===== src/rtl/qq_pkg.sv =====
// qq_pkg: shared op/state encodings and default sizing for the value router.
package qq_pkg;
    localparam int DEF_DATA_W = 32;
    localparam int DEF_CAPACITY = 1024;
    typedef enum logic {OP_ENQ = 1'b0, OP_DEQ = 1'b1} op_e;
    typedef enum logic [2:0] {IDLE, PUSH, POP_OUT, REFILL_REQ, REFILL_WAIT} state_e;
endpackage


===== src/rtl/qq_value_cmp.sv =====
// qq_value_cmp: unsigned compare deciding whether an incoming value displaces the resident head.
module qq_value_cmp #(
    parameter int DATA_W = 32
) (
    input  logic [DATA_W-1:0] new_i,
    input  logic [DATA_W-1:0] res_i,
    input  logic              tie_fifo_i,
    output logic              win_o
);
    // Tie-FIFO mode keeps the resident on equal values so equals leave in arrival order.
    assign win_o = tie_fifo_i ? (new_i > res_i) : (new_i >= res_i);
endmodule


===== src/rtl/qq_value_router.sv =====
// qq_value_router: one stage of a max-priority queue; keeps the largest value in a head register.
// Define QQ_ROUTER_TIE_FIFO_EN to keep the resident head on ties (FIFO order among equals).
module qq_value_router
    import qq_pkg::*;
#(
    parameter int DATA_W   = DEF_DATA_W,
    parameter int CAPACITY = DEF_CAPACITY
) (
    input  logic                             clk,
    input  logic                             rst,
    input  logic                             in_valid,
    output logic                             in_ready,
    input  logic                             in_op,
    input  logic [DATA_W-1:0]                in_data,
    output logic                             out_valid,
    input  logic                             out_ready,
    output logic [DATA_W-1:0]                out_data,
    output logic                             dn_valid,
    input  logic                             dn_ready,
    output logic                             dn_op,
    output logic [DATA_W-1:0]                dn_data,
    input  logic                             ram_valid,
    input  logic [DATA_W-1:0]                ram_data,
    output logic                             fb,
    output logic [$clog2(CAPACITY+1)-1:0]    count,
    output logic                             full,
    output logic                             empty,
    output logic                             err_full,
    output logic                             err_empty
);
    localparam int CW = $clog2(CAPACITY + 1);
    localparam logic [CW-1:0] CAP_C = CW'(CAPACITY);
    localparam logic [CW-1:0] ONE_C = CW'(1);
`ifdef QQ_ROUTER_TIE_FIFO_EN
    localparam logic TIE_FIFO = 1'b1;
`else
    localparam logic TIE_FIFO = 1'b0;
`endif

    state_e            state_q;
    logic [DATA_W-1:0] head_q;
    logic              head_vld_q;
    logic [CW-1:0]     count_q;
    logic [DATA_W-1:0] dn_data_q;
    logic              fb_q;
    logic              err_full_q;
    logic              err_empty_q;
    logic              win;

    qq_value_cmp #(.DATA_W(DATA_W)) u_cmp (
        .new_i      (in_data),
        .res_i      (head_q),
        .tie_fifo_i (TIE_FIFO),
        .win_o      (win)
    );

    // Gating with rst keeps in_ready low while reset is held.
    assign in_ready  = (state_q == IDLE) && !rst;
    assign out_valid = (state_q == POP_OUT);
    assign out_data  = head_q;
    assign dn_valid  = (state_q == PUSH) || (state_q == REFILL_REQ);
    assign dn_op     = (state_q == REFILL_REQ);
    assign dn_data   = dn_data_q;
    assign fb        = fb_q;
    assign count     = count_q;
    assign full      = (count_q == CAP_C);
    assign empty     = (count_q == '0);
    assign err_full  = err_full_q;
    assign err_empty = err_empty_q;

    always_ff @(posedge clk or posedge rst) begin
        if (rst) begin
            state_q     <= IDLE;
            head_q      <= '0;
            head_vld_q  <= 1'b0;
            count_q     <= '0;
            dn_data_q   <= '0;
            fb_q        <= 1'b0;
            err_full_q  <= 1'b0;
            err_empty_q <= 1'b0;
        end else begin
            fb_q        <= 1'b0;
            err_full_q  <= 1'b0;
            err_empty_q <= 1'b0;
            case (state_q)
                IDLE: begin
                    if (in_valid && in_op == OP_ENQ) begin
                        if (count_q == CAP_C) begin
                            err_full_q <= 1'b1;
                        end else if (!head_vld_q) begin
                            head_q     <= in_data;
                            head_vld_q <= 1'b1;
                            count_q    <= count_q + ONE_C;
                        end else begin
                            count_q   <= count_q + ONE_C;
                            state_q   <= PUSH;
                            head_q    <= win ? in_data : head_q;
                            dn_data_q <= win ? head_q : in_data;
                            fb_q      <= !win;
                        end
                    end else if (in_valid) begin
                        if (count_q == '0) err_empty_q <= 1'b1;
                        else state_q <= POP_OUT;
                    end
                end
                PUSH: if (dn_ready) state_q <= IDLE;
                POP_OUT: begin
                    if (out_ready) begin
                        count_q    <= count_q - ONE_C;
                        head_vld_q <= 1'b0;
                        state_q    <= (count_q == ONE_C) ? IDLE : REFILL_REQ;
                    end
                end
                REFILL_REQ: if (dn_ready) state_q <= REFILL_WAIT;
                REFILL_WAIT: begin
                    if (ram_valid) begin
                        head_q     <= ram_data;
                        head_vld_q <= 1'b1;
                        state_q    <= IDLE;
                    end
                end
                default: state_q <= IDLE;
            endcase
        end
    end
endmodule


===== config.mk =====
export PLATFORM = sky130hd
export DESIGN_NAME = qq_value_router
export DESIGN_NICKNAME = d
export VERILOG_FILES = /design/src/rtl/qq_pkg.sv /design/src/rtl/qq_value_cmp.sv /design/src/rtl/qq_value_router.sv
export SDC_FILE = /design/constraint.sdc
export NUM_CORES = 1
export LEC_CHECK = 0
export ABC_AREA = 1
export CAP_MARGIN = 5
export CORE_AREA = 2 2 128 130
export CTS_CLUSTER_SIZE = 40
export DETAILED_ROUTE_END_ITERATION = 8
export DIE_AREA = 0 0 130 132
export PLACE_DENSITY = 0.72
export SKIP_LAST_GASP = 1
export SLEW_MARGIN = 5
export SYNTH_ARGS = -nofsm -noshare
export SYNTH_HDL_FRONTEND = slang
export SYNTH_SLANG_ARGS = --single-unit

===== constraint.sdc =====
create_clock -name clk -period 7.4 [get_ports clk]
set_input_delay 0.74 -clock clk [delete_from_list [all_inputs] [get_ports clk]]
set_output_delay 0.74 -clock clk [all_outputs]
set_load 0.01 [all_outputs]

==> results of run 1 <==
worst max-delay path, delay by kind of cell:
kind / cells / cell delay, ns
adder cells (fa/ha/maj): 1 / 0.33
AND/OR/NAND/NOR: 12 / 2.71
buffers and inverters: 2 / 0.49
cell usage in the layout (no fill, tap or decap), types with 3 or more instances in the layout:
| master | n |
|---|---|
| a21oi_1 | 49 |
| buf_4 | 4 |
| clkbuf_16 | 9 |
| clkdlybuf4s50_1 | 154 |
| clkinv_2 | 4 |
| dfrtp_1 | 82 |
| ha_1 | 36 |
| inv_1 | 100 |
| nand2_1 | 239 |
| nand2_2 | 5 |
| nand2_4 | 4 |
| nand3_1 | 106 |
| nand4_1 | 8 |
| nor2_1 | 55 |
| nor2_2 | 4 |
| nor2_4 | 3 |
| nor3_1 | 5 |
| o21ai_0 | 16 |
| o21ai_1 | 7 |
| xnor2_1 | 3 |
| xor2_1 | 10 |
layer usage:
| layer | GRT usage | wire, µm |
|---|---|---|
| met1 | 0.258 | 7490 |
| met2 | 0.297 | 7360 |
| met3 | 0.0568 | 1500 |
| met4 | 0.0579 | 226 |
| met5 | 0 | 0 |
logic make-up after synthesis:
kind of cell | Yosys count
and+or+nand+nor | 433
buffers and inverters | 141
DFF | 82
AOI/OAI and AO/OA | 76
adders and majority gates | 36
xor gates and xnor gates | 13
power breakdown:
part	leakage, nW	switching [mW]	total, mW	internal (mW)
Clock	0.156	0.190	0.494	0.304
Combinational	2.63	0.976	1.72	0.740
Sequential	1.04	0.183	0.834	0.650
sequential cells by signal (all words and copies together), names as in the netlist:
signal / count
count: 11
dn_data: 32
err_empty: 1
err_full: 1
fb: 1
head_vld_q: 1
out_data: 32
state_q: 3
path summary, 6_finish.rpt:
check | startpoint | endpoint | slack [ns] | cells past startpoint
min in group asynchronous | rst | state_q[1] | 0.61 | 2
worst max register to register | out_data[5] | out_data[28] | 3.80 | 15
worst min-delay path | dn_data[22] | dn_data[22] | 0.48 | 2
worst max-delay path | in_data[7] | out_data[28] | 3.38 | 15
worst min register to register | dn_data[22] | dn_data[22] | 0.48 | 2
max in group asynchronous | rst | dn_data[11] | 5.54 | 3
layout make-up:
type | count | share of cell area
Clock buffer | 11 | 0.0325
Clock inverter | 5 | 0.0104
Inverter | 105 | 0.0534
Multi-Input combinational cell | 558 | 0.383
Sequential cell | 82 | 0.274
Tap cell | 216 | 0.0361
Timing Repair Buffer | 158 | 0.210
==> results_dict.tcl, run 1 <==
set metrics [dict create \
    fillers 1549 \
    fin_setup_tns_ns 0 \
    synth_ff_type "dfrtp_1" \
    crit_top_cell "nand2_1" \
    synthesis.nets 888 \
    place_inst 1119 \
    finClkSkew_ns 0.00735 \
    ys_ff_latch 82 \
    die_x_um 130 \
    async_flop_share 1.00 \
    synth-xor-area-share 0.0205 \
    power.leakage_nw 3.82 \
    post_cts_buffers 0 \
    hold_viol_final 0 \
    utilization 0.476 \
    timing.critical_path.cells "clkdlybuf4s50_1 > ha_1 > nand2_1 > inv_1 > nand2_1 > nor2_1 > nor2_1 > nand2_1 > nand2_1 > nand2_1 > nand2_2 > nand3_2 > nand2_4 > nand2_1 > nand2_1" \
    worst_ir_drop_vdd_mv 0.194 \
    drcViolationCount 0 \
    finalPower_mw 3.04 \
    grt_pass1_wl_um 26300 \
    io_pins 155 \
    worst_slew_pin_slew_ns 1.07 \
    die_h_um 132 \
    maxCapViolCount 0 \
    yosysUniqueCellTypes 30 \
    yosys.area.top_type_share 0.370 \
    synth_area_um2 5550 \
    place_area_um2 7160 \
    dp_hpwl_um 11500 \
    drt_iter0_markers 489 \
    setup.worst_path.class "in2reg" \
    synth-edff-count 0 \
    start_util 0.353 \
    post-route-cell-area_um2 7480 \
    worstSkewPairLatency_ns 0.35 \
    yosysMostFrequentCell "nand2_1" \
    crit_path_start_kind "input port" \
    antenna_cells 0 \
    finalSetupViolations 0 \
    htreeDepth 3 \
    dieArea_um2 17200 \
    fin_cells 1135 \
    clockBufferDepth 2 \
    path_clk_slew_ns 0.06 \
    yosys-mux-area-fraction 0 \
    synth-seq-area-share 0.370 \
    worst_setup_path_end_kind "flop" \
    grt_use_total 0.192 \
    coreArea_um2 15700 \
    wl_um 16600 \
    area_growth_syn_to_layout_pct 34.8 \
    setup_slack_ns 3.38 \
    vias_per_cell 4.87 \
    place.gp.congestion 0.848 \
    finalCriticalPeriod_ns 4.02 \
    cts.sinks 82 \
    slew_headroom 0.286 \
    final-seq-area_um2 2050 \
    ant_nets 0 \
    min-delay-path-class "reg2reg" \
    hold_buffers 0 \
    port_buffers 154 \
    antenna_found_initial 0 \
    fin_crit_sh 0.543 \
    status "finished, final reports clean" \
    yosys_warnings 0 \
    rsz0062_at_grt "no" \
    holdWs_ns 0.479 \
    synth.avg_cell_area_um2 7.10 \
    wl_per_cell_um 14.6 \
    synth.top_cells.by_count "nand2_1 (240), nand3_1 (106), inv_1 (101)" \
    synth_top_family_by_area "simple AND/OR/NAND/NOR gates" \
    required_ns 7.68 \
    timing.fmax_mhz 249 \
    drive_gt1_frac 0.0490 \
    overflow 0 \
    cts_resized 0 \
    max_stage_delay_ns 0.80 \
    synth_simple_gate_area_frac 0.341 \
    grt_max_degree 78 \
    synth_compound_area_frac 0.0722 \
    cts_made_buffers 9 \
    first_pass_iters 5 \
    cts_tree "done" \
    slowest_stage "nand3_2" \
    rows 46 \
    powerDensity_nw_per_um2 407 \
    synthCells 781 \
    pre_cts_ws_ns 3.08 \
    synthTopCellsByArea "dfrtp_1 (37%), nand2_1 (16%), nand3_1 (9.6%)" \
    synth_fa_ha_area_frac 0.0812 \
    via_count 5523 \
    crit_fanout 34 \
    critPathArrivalTime_ns 4.30 \
    root_buffer "clkbuf_16" \
    synth_top_cell_by_area "dfrtp_1" \
    final_max_slew_viol_count 0 \
    multi_input_area_um2 2870 \
    grt_pass1_vias 5285 \
    fin_nets 1021 \
]
(Power assumes the default switching activity.)
==> inputs of run 2 (changes only) <==
- clock period: 7.4 -> 3.85 ns (I/O delays scaled with it)
==> results_dict.tcl, run 2 (same netlist as run 1, synthesis figures left out) <==
set metrics [dict create \
    p_comb_frac 0.574 \
    hold_buffers 0 \
    worst_setup_path_end_kind "flop" \
    wl_um 16600 \
    die_h_um 132 \
    final-seq-area_um2 2050 \
    grt_pass1_vias 5213 \
    die_x_um 130 \
    cts_tree "done" \
    fin_setup_tns_ns 0 \
    critPathBufInv 1 \
    crit_fanout 34 \
    cts_made_buffers 9 \
    timing.critical_path.cells "clkdlybuf4s50_1 > ha_1 > a21oi_1 > o21a_1 > nand2_1 > nor2_4 > nand3_2 > nand2_4 > nand2_1 > nand2_1" \
    vias_per_cell 4.83 \
    htreeDepth 3 \
    area_growth_syn_to_layout_pct 34.8 \
    critPathCapture "out_data[25]" \
    finalSetupViolations 0 \
    status "finished, final reports clean" \
    rsz0062_at_grt "no" \
    grt_max_degree 65 \
    power.switching_fraction 0.448 \
    path_clk_slew_ns 0.06 \
    rows 46 \
    drt_iter0_markers 504 \
    required_ns 4.13 \
    cts_resized 0 \
    clockBufferDepth 2 \
    grt_use_total 0.194 \
    fillers 1505 \
    critPathArrivalTime_ns 3.41 \
    slew_headroom 0.381 \
    via_count 5495 \
    path_delay_family "simple AND/OR/NAND/NOR gates" \
    r2r_cells 10 \
    antenna_found_initial 0 \
    internal-power_mw 3.20 \
    r2r_setup_slack_ns 0.76 \
    grt_pass1_wl_um 26600 \
    multi_input_area_um2 2870 \
    worst_ir_drop_vdd_mv 0.380 \
    drcViolationCount 0 \
    worstSkewPairLatency_ns 0.34 \
    max_stage_delay_ns 0.74 \
    coreArea_um2 15700 \
    timing.fmax_mhz 320 \
    power.leakage_nw 3.82 \
    cp.depth 10 \
    final_max_slew_viol_count 0 \
    r2r-end "out_data[25]" \
    io_pins 155 \
    maxCapViolCount 0 \
    worst_slew_pin_slew_ns 0.927 \
    wl_per_cell_um 14.6 \
    start_util 0.353 \
    root_buffer "clkbuf_16" \
    ant_nets 0 \
    powerDensity_nw_per_um2 775 \
    fin_nets 1024 \
    post_cts_buffers 0 \
    min-delay-path-class "reg2reg" \
    final_cell_mix "nand2_1 (239), clkdlybuf4s50_1 (154), nand3_1 (106)" \
    first_pass_iters 5 \
    utilization 0.476 \
    antenna_cells 0 \
    finalCriticalPeriod_ns 3.13 \
    crit_path_start_kind "input port" \
    hold_viol_final 0 \
    setup.worst_path.class "in2reg" \
    port_buffers 154 \
    finClkSkew_ns 0.00701 \
    seqPwrFrac 0.274 \
    dieArea_um2 17200 \
    dp_hpwl_um 11600 \
    cts.sinks 82 \
    fin_crit_sh 0.812 \
    slowest_stage "nor2_4" \
    p_sw_mw 2.59 \
    crit_top_cell "nand2_1" \
    drive_gt1_frac 0.0510 \
    final_common_cell "nand2_1" \
    overflow 0 \
    cp-startpoint "in_data[29]" \
    r2r_start "out_data[29]" \
    place.gp.congestion 0.819 \
    clkPwrFrac 0.152 \
]
## run 2: cell count changes in the layout (fill, tap and decap cells not counted)
cell | before | now
buf_4 | 4 | 7
bufinv_16 | 2 | 1
clkbuf_1 | 1 | 2
clkinv_2 | 4 | 3
clkinv_4 | 0 | 1
## run 2: power groups by stage
stage	registers (mW)	logic [mW]	clock network, mW
final	1.59	3.32	0.881
after global routing	1.64	3.74	0.937
after CTS	1.59	3.35	0.908
after detailed placement	1.60	3.33	0
after global placement	1.60	3.26	0
after floorplan	1.68	1.99	0
## run 2: metal layers
| metal | vias up | track usage | routed length (µm) |
|---|---|---|---|
| met5 | - | 0 | 0 |
| met4 | 0 | 0.0496 | 208 |
| met3 | 20 | 0.0617 | 1380 |
| met2 | 195 | 0.307 | 7700 |
| met1 | 2547 | 0.255 | 7350 |
| li1 | 2733 | - | - |
## run 2: area by class of cell
class / count / share of cell area
clock inverter: 4 / 0.00686
tap: 216 / 0.0361
timing repair buffer: 161 / 0.213
inverter: 105 / 0.0534
sequential: 82 / 0.274
multi-input combinational: 558 / 0.383
clock buffer: 12 / 0.0330
## run 2: worst register-to-register path: cells and delay by family, from the launching register on
family	cells	cell delay (ns)
and+or+nand+nor	6	1.94
DFF	1	0.40
AOI/OAI and AO/OA	2	0.32
adders and majority gates	1	0.29
buffers and inverters	1	0.08
## run 2: stage by stage
stage / power [mW] / instance area, µm² / instances / hold WS [ns] / setup WS [ns]
2_1_floorplan: 3.67 / 5550 / 781 / 0.480 / 1.36
3_3_place_gp: 4.86 / 7180 / 1122 / 0.462 / 0.508
3_5_place_dp: 4.93 / 7180 / 1122 / 0.464 / 0.394
4_1_cts: 5.85 / 7480 / 1138 / 0.482 / 0.737
5_1_grt: 6.32 / 7480 / 1138 / 0.503 / 0.405
6_report: 5.79 / 7480 / 1138 / 0.479 / 0.724
## run 2: how the worst min path moves through the flow
stage	slack [ns]	endpoint	depth (start not counted)	startpoint
after detailed placement	0.46	dn_data[20]	2	dn_data[20]
after global routing	0.50	dn_data[7]	2	dn_data[7]
after global placement	0.46	dn_data[9]	2	dn_data[9]
after CTS	0.48	dn_data[20]	2	dn_data[20]
after floorplan	0.48	head_vld_q	2	head_vld_q
final	0.48	dn_data[20]	2	dn_data[20]
